--- src/rtl/sprite_rom_arbiter.sv ---
// Round-robin arbiter that shares one registered sprite ROM between two tank requesters.
// Each return is tagged and routed back to its requester. Out-of-range reads are flagged. Contention is counted per frame.
module sprite_rom_arbiter #(
    parameter int ADDR_W    = 14,
    parameter int DATA_W    = 24,
    parameter int ROM_DEPTH = 10275,
    parameter int ROM_LAT   = 1
) (
    input  logic              clk,
    input  logic              rst_n,
    input  logic              line_start,
    input  logic              frame_start,
    input  logic              req0,
    input  logic              req1,
    input  logic [ADDR_W-1:0] addr0,
    input  logic [ADDR_W-1:0] addr1,
    output logic              gnt0,
    output logic              gnt1,
    output logic              rvalid0,
    output logic              rvalid1,
    output logic [DATA_W-1:0] rdata0,
    output logic [DATA_W-1:0] rdata1,
    output logic              oob_err,
    output logic [ADDR_W-1:0] rom_addr,
    output logic              rom_rden,
    input  logic [DATA_W-1:0] rom_q,
    output logic [15:0]       conflict_cnt,
    output logic              prio_state
);

    // Handshake: a read is accepted in any cycle where req and gnt are both high.
    // The requester must hold addr while req is high and gnt is low.
    // Returns have no back-pressure: rvalid is a one-cycle pulse that the requester must take.

    localparam logic [31:0] DEPTH_U = 32'(ROM_DEPTH);
    localparam int          LAST    = ROM_LAT - 1;

    typedef enum logic {
        PRIO0 = 1'b0,
        PRIO1 = 1'b1
    } prio_t;

    prio_t             state;
    prio_t             state_nxt;
    logic              eff_prio1;
    logic              any_gnt;
    logic              in_range;
    logic [ADDR_W-1:0] last_addr;
    logic              conflict;

    logic [ROM_LAT-1:0] tag_vld;
    logic [ROM_LAT-1:0] tag_id;
    logic [ROM_LAT-1:0] tag_oob;
    logic               ret_vld;
    logic               ret_id;
    logic               ret_oob;

    assign prio_state = state;
    assign conflict   = req0 & req1;

    always_ff @(posedge clk or negedge rst_n) begin
        if (!rst_n) begin
            state <= PRIO0;
        end else begin
            state <= state_nxt;
        end
    end

    // line_start overrides the stored priority in favour of requester 0.
    always_comb begin
        state_nxt = state;
        gnt0      = 1'b0;
        gnt1      = 1'b0;
        rom_addr  = last_addr;
        rom_rden  = 1'b0;
        eff_prio1 = (state == PRIO1) && !line_start;
        if (rst_n) begin
            if (req0 && (!req1 || !eff_prio1)) begin
                gnt0 = 1'b1;
            end else if (req1) begin
                gnt1 = 1'b1;
            end
        end
        if (gnt0) begin
            rom_addr  = addr0;
            state_nxt = PRIO1;
        end else if (gnt1) begin
            rom_addr  = addr1;
            state_nxt = PRIO0;
        end else if (line_start) begin
            state_nxt = PRIO0;
        end
        any_gnt  = gnt0 | gnt1;
        in_range = 32'(rom_addr) < DEPTH_U;
        rom_rden = any_gnt && in_range;
    end

    always_ff @(posedge clk or negedge rst_n) begin
        if (!rst_n) begin
            last_addr <= '0;
        end else if (any_gnt) begin
            last_addr <= rom_addr;
        end
    end

    // Tag stages track each issued read until its ROM word arrives.
    always_ff @(posedge clk or negedge rst_n) begin
        if (!rst_n) begin
            tag_vld <= '0;
            tag_id  <= '0;
            tag_oob <= '0;
        end else begin
            tag_vld[0] <= any_gnt;
            tag_id[0]  <= gnt1;
            tag_oob[0] <= any_gnt && !in_range;
            for (int i = 1; i < ROM_LAT; i++) begin
                tag_vld[i] <= tag_vld[i-1];
                tag_id[i]  <= tag_id[i-1];
                tag_oob[i] <= tag_oob[i-1];
            end
        end
    end

    assign ret_vld = tag_vld[LAST];
    assign ret_id  = tag_id[LAST];
    assign ret_oob = tag_oob[LAST];

    // Output registers form the final tag stage; rom_q lines up with ret_* here.
    always_ff @(posedge clk or negedge rst_n) begin
        if (!rst_n) begin
            rvalid0 <= 1'b0;
            rvalid1 <= 1'b0;
            oob_err <= 1'b0;
            rdata0  <= '0;
            rdata1  <= '0;
        end else begin
            rvalid0 <= ret_vld && !ret_id;
            rvalid1 <= ret_vld && ret_id;
            oob_err <= ret_vld && ret_oob;
            if (ret_vld && !ret_id) begin
                rdata0 <= ret_oob ? '0 : rom_q;
            end
            if (ret_vld && ret_id) begin
                rdata1 <= ret_oob ? '0 : rom_q;
            end
        end
    end

    always_ff @(posedge clk or negedge rst_n) begin
        if (!rst_n) begin
            conflict_cnt <= '0;
        end else if (frame_start) begin
            conflict_cnt <= {15'd0, conflict};
        end else if (conflict && (conflict_cnt != 16'hFFFF)) begin
            conflict_cnt <= conflict_cnt + 16'd1;
        end
    end

endmodule

--- config.mk ---
export PLATFORM = sky130hd
export DESIGN_NAME = sprite_rom_arbiter
export DESIGN_NICKNAME = d
export VERILOG_FILES = /design/src/rtl/sprite_rom_arbiter.sv
export SDC_FILE = /design/constraint.sdc
export NUM_CORES = 1
export LEC_CHECK = 0
export CAP_MARGIN = 30
export CORE_ASPECT_RATIO = 0.75
export CORE_MARGIN = 2
export CORE_UTILIZATION = 47
export CTS_BUF_LIST = sky130_fd_sc_hd__clkbuf_16
export CTS_CLUSTER_DIAMETER = 100
export DETAILED_ROUTE_END_ITERATION = 7
export PLACE_DENSITY = 0.86
export SLEW_MARGIN = 20
export SYNTH_ARGS = -nofsm -noshare
export SYNTH_HDL_FRONTEND = slang
export SYNTH_SLANG_ARGS = --single-unit
--- constraint.sdc ---
create_clock -name clk -period 6.36 [get_ports clk]
set_input_delay 1.59 -clock clk [delete_from_list [all_inputs] [get_ports clk]]
set_output_delay 1.59 -clock clk [all_outputs]
set_load 0.03 [all_outputs]
==> flow_metrics.py, run 1 <==
metrics = {
    "placed_design": {
        "post-place-cells": 600,
        "io_buffer_count": 142,
        "globalplace.congestion": 0.843,
        "hpwl_mm": 6.69,
    },
    "cells_and_area": {
        "nets": 569,
        "area_growth_syn_to_layout_pct": 49.7,
        "layout-drive-gt1-share": 0.0506,
        "nFillCells": 540,
        "diodes": 0,
        "final_cells": 615,
    },
    "clocking": {
        "post_cts_buffers": 0,
        "clk_pin_slew_ns": 0.06,
        "cts.hold.buffers_added": 0,
        "clock_path_buffers": 2,
        "cts_resized": 0,
        "clock_latency_ns": 0.32,
        "cts_tree": "built",
        "cts_inserted_buffers": 9,
        "cts-root-buf": "clkbuf_16",
        "clock-sinks": 85,
        "htreeDepth": 3,
    },
    "setup_path": {
        "slowest_stage": "clkdlybuf4s50_1",
        "startpoint_type": "primary input",
        "crit_chain": "clkdlybuf4s50_1 > nand3b_1 > nand3_2 > inv_2 > a222oi_1 > nand4_1 > o32a_1 > a21bo_1 > clkdlybuf4s50_1",
        "cp_num_buf_inv": 3,
        "rr_startpoint": "conflict_cnt[10]$_DFFE_PN0P_",
        "crit_type": "in2out",
        "worstPathArrival_ns": 4.54,
        "critPathLaunch": "req1",
        "critical_path.max_fanout": 17,
        "crit_path_max_incr_delay_ns": 0.67,
        "cp_top_family": "buffers and inverters",
        "worstPathRequired_ns": 4.77,
        "cp-end-kind": "output pin",
        "cp_common_cell": "clkdlybuf4s50_1",
        "reg2reg_slack_ns": 4.37,
    },
    "global_route": {
        "grt_max_degree": 68,
        "antenna_found_initial": 0,
        "grt_pass1_vias": 3145,
        "grt.total_usage": 0.231,
        "grt_pass1_wl_mm": 15.3,
        "grt_overflow": 0,
    },
    "die": {
        "die_h_um": 80.2,
        "io_pins": 143,
        "initial_core_util": 0.489,
        "dieArea_um2": 8460,
        "core-area_um2": 7430,
        "fp-row-count": 27,
        "die-width_um": 106,
    },
    "detailed_routing": {
        "wl_per_cell_um": 15.1,
        "vias_per_cell": 5.19,
        "vias": 3190,
        "ant_nets": 0,
        "drc": 0,
        "drtIter0Drc": 154,
        "routed_wl_mm": 9.30,
        "dr.pass1.iters": 4,
    },
    "timing": {
        "grt_setup_unrepaired": "no",
        "finClkSkew_ns": 0.00836,
        "timing.fmax_mhz": 163,
        "fin_crit_sh": 0.964,
        "setup_tns_ns": 0,
        "setup_viol": 0,
        "tightest_slew_ns": 0.823,
        "hold_viol": 0,
        "relSlewSlack": 0.451,
        "layout_min_cycle_time_ns": 6.13,
        "drv_slew": 0,
    },
    "logic_synthesis": {
        "synth_fp_nets": 428,
        "synth_ff_type": "dfrtp_1",
        "synth_top_area_frac": 0.585,
        "synth_seq_cells": 85,
        "syn_area_um2": 3640,
        "syn-instance-count": 369,
        "yosys_warnings": 0,
        "synth_edf_count": 0,
        "yosys-top-cells-count": "85 x dfrtp_1, 73 x nand2_1, 54 x o21ai_0, 27 x nand2b_1, 23 x nor2_1",
        "syn_area_per_cell_um2": 9.85,
        "ys_seq_area_frac": 0.585,
        "synth_most_common_cell": "dfrtp_1",
        "yosysTopAreaCell": "dfrtp_1",
        "synthTopCellsByArea": "dfrtp_1 58%, nand2_1 7.5%, o21ai_0 7.4%, nand2b_1 4.6%, nor2_1 2.4%",
        "synth_cell_types": 45,
        "synthArstFlopShare": 1.00,
    },
    "power": {
        "switchingPower_uw": 545,
        "combPwrFrac": 0.301,
        "pwr_density_cell_nw_per_um2": 317,
        "internal-power_mw": 1.18,
        "pwr-share-clk": 0.310,
        "pwr-share-seq": 0.389,
        "p_leak_nw": 2.43,
        "vdd_drop_max_v": 0.000201,
        "swShare": 0.316,
    },
    "min_path": {
        "hp-start": "last_addr[5]$_DFFE_PN0P_",
        "hold_class": "reg2reg",
    },
    "outcome": {
        "status": "finished, final reports clean",
    },
    "run": {
        "maxCapViolations": 0,
    },
}
[per-layer routing]
layer,vias to the layer above,global-route usage,share of wire
li1,1539,-,-
met5,-,0,0
met3,17,0.0787,0.078
met2,127,0.371,0.47
met4,0,0.0671,0.020
met1,1507,0.299,0.43
[cell families after synthesis]
group / after synthesis / synth area share
buffers and inverters: 35 / 0.0409
flip-flops: 85 / 0.585
AO/OA/AOI/OAI: 89 / 0.155
adder cells (fa/ha/maj): 1 / 0.00344
XOR/XNOR: 9 / 0.0217
AND/OR/NAND/NOR: 150 / 0.194
[worst reg2reg max path, stage by stage, from the launching register on]
cell and delay, ns:
dfrtp_1 0.45, and4_1 0.26, and3_1 0.24, a311oi_1 0.53, nand4_1 0.18, xor2_1 0.15, nor2_1 0.05
[power by group through the flow]
stage,Combinational (mW),Sequential (mW),Clock [mW]
floorplan,0.139,0.809,0
global placement,0.512,0.679,0
detailed placement,0.522,0.681,0
CTS,0.524,0.674,0.546
global route,0.557,0.684,0.573
finish,0.519,0.673,0.535
[layout by cell type (no fill, tap or decap), drive strengths merged, types with 6 or more instances in the layout]
cell type	n
nor2	23
inv	20
clkbuf	9
clkdlybuf4s50	141
nand2b	27
buf	6
o21ai	55
nand2	73
a21oi	6
dfrtp	85
[path summary, 6_finish.rpt]
kind                                          endpoint  cells after the start
min in group asynchronous     last_addr[9]$_DFFE_PN0P_                      1
max in group asynchronous       rdata0[10]$_DFFE_PN0P_                      2
max                                           rom_rden                      9
min                           last_addr[5]$_DFFE_PN0P_                      2
min reg2reg                   last_addr[5]$_DFFE_PN0P_                      2
max reg2reg                conflict_cnt[6]$_DFFE_PN0P_                      6
[sequential cells by signal (all words and copies together) (netlist names)]
register,flops
conflict_cnt,16
last_addr,14
oob_err,1
prio_state,1
rdata0,24
rdata1,24
ret_id,1
ret_oob,1
ret_vld,1
rvalid0,1
rvalid1,1
[metrics by stage]
stage	worst slack (ns)	instance area, um^2	utilization	hold slack, ns	power (mW)
floorplan	1.34	3640	-	0.433	0.947
global placement	0.336	5140	0.691	0.456	1.19
detailed placement	0.278	5140	0.691	0.457	1.20
CTS	0.256	5440	0.732	0.472	1.74
global route	0.00953	5440	0.732	0.508	1.81
finish	0.232	5440	0.732	0.464	1.73
[layout make-up]
class	instances	area, um^2	area share
Clock buffer	9	225	0.0414
Clock inverter	6	81.3	0.0149
Inverter	18	67.6	0.0124
Multi-Input combinational cell	249	1360	0.250
Sequential cell	85	2130	0.391
Tap cell	101	126	0.0232
Timing Repair Buffer	147	1460	0.268
No activity file was read; power rests on OpenSTA's default activity.
==> run 2: changes to the inputs <==
--- a/config.mk
+++ b/config.mk
@@ -10,7 +10,7 @@
 export CORE_MARGIN = 2
 export CORE_UTILIZATION = 47
 export CTS_BUF_LIST = sky130_fd_sc_hd__clkbuf_16
-export CTS_CLUSTER_DIAMETER = 100
+export CTS_CLUSTER_DIAMETER = 150
 export DETAILED_ROUTE_END_ITERATION = 7
 export PLACE_DENSITY = 0.86
 export SLEW_MARGIN = 20
==> results of run 2 <==
Final layout, timing and power as in run 1 (identical DEF).
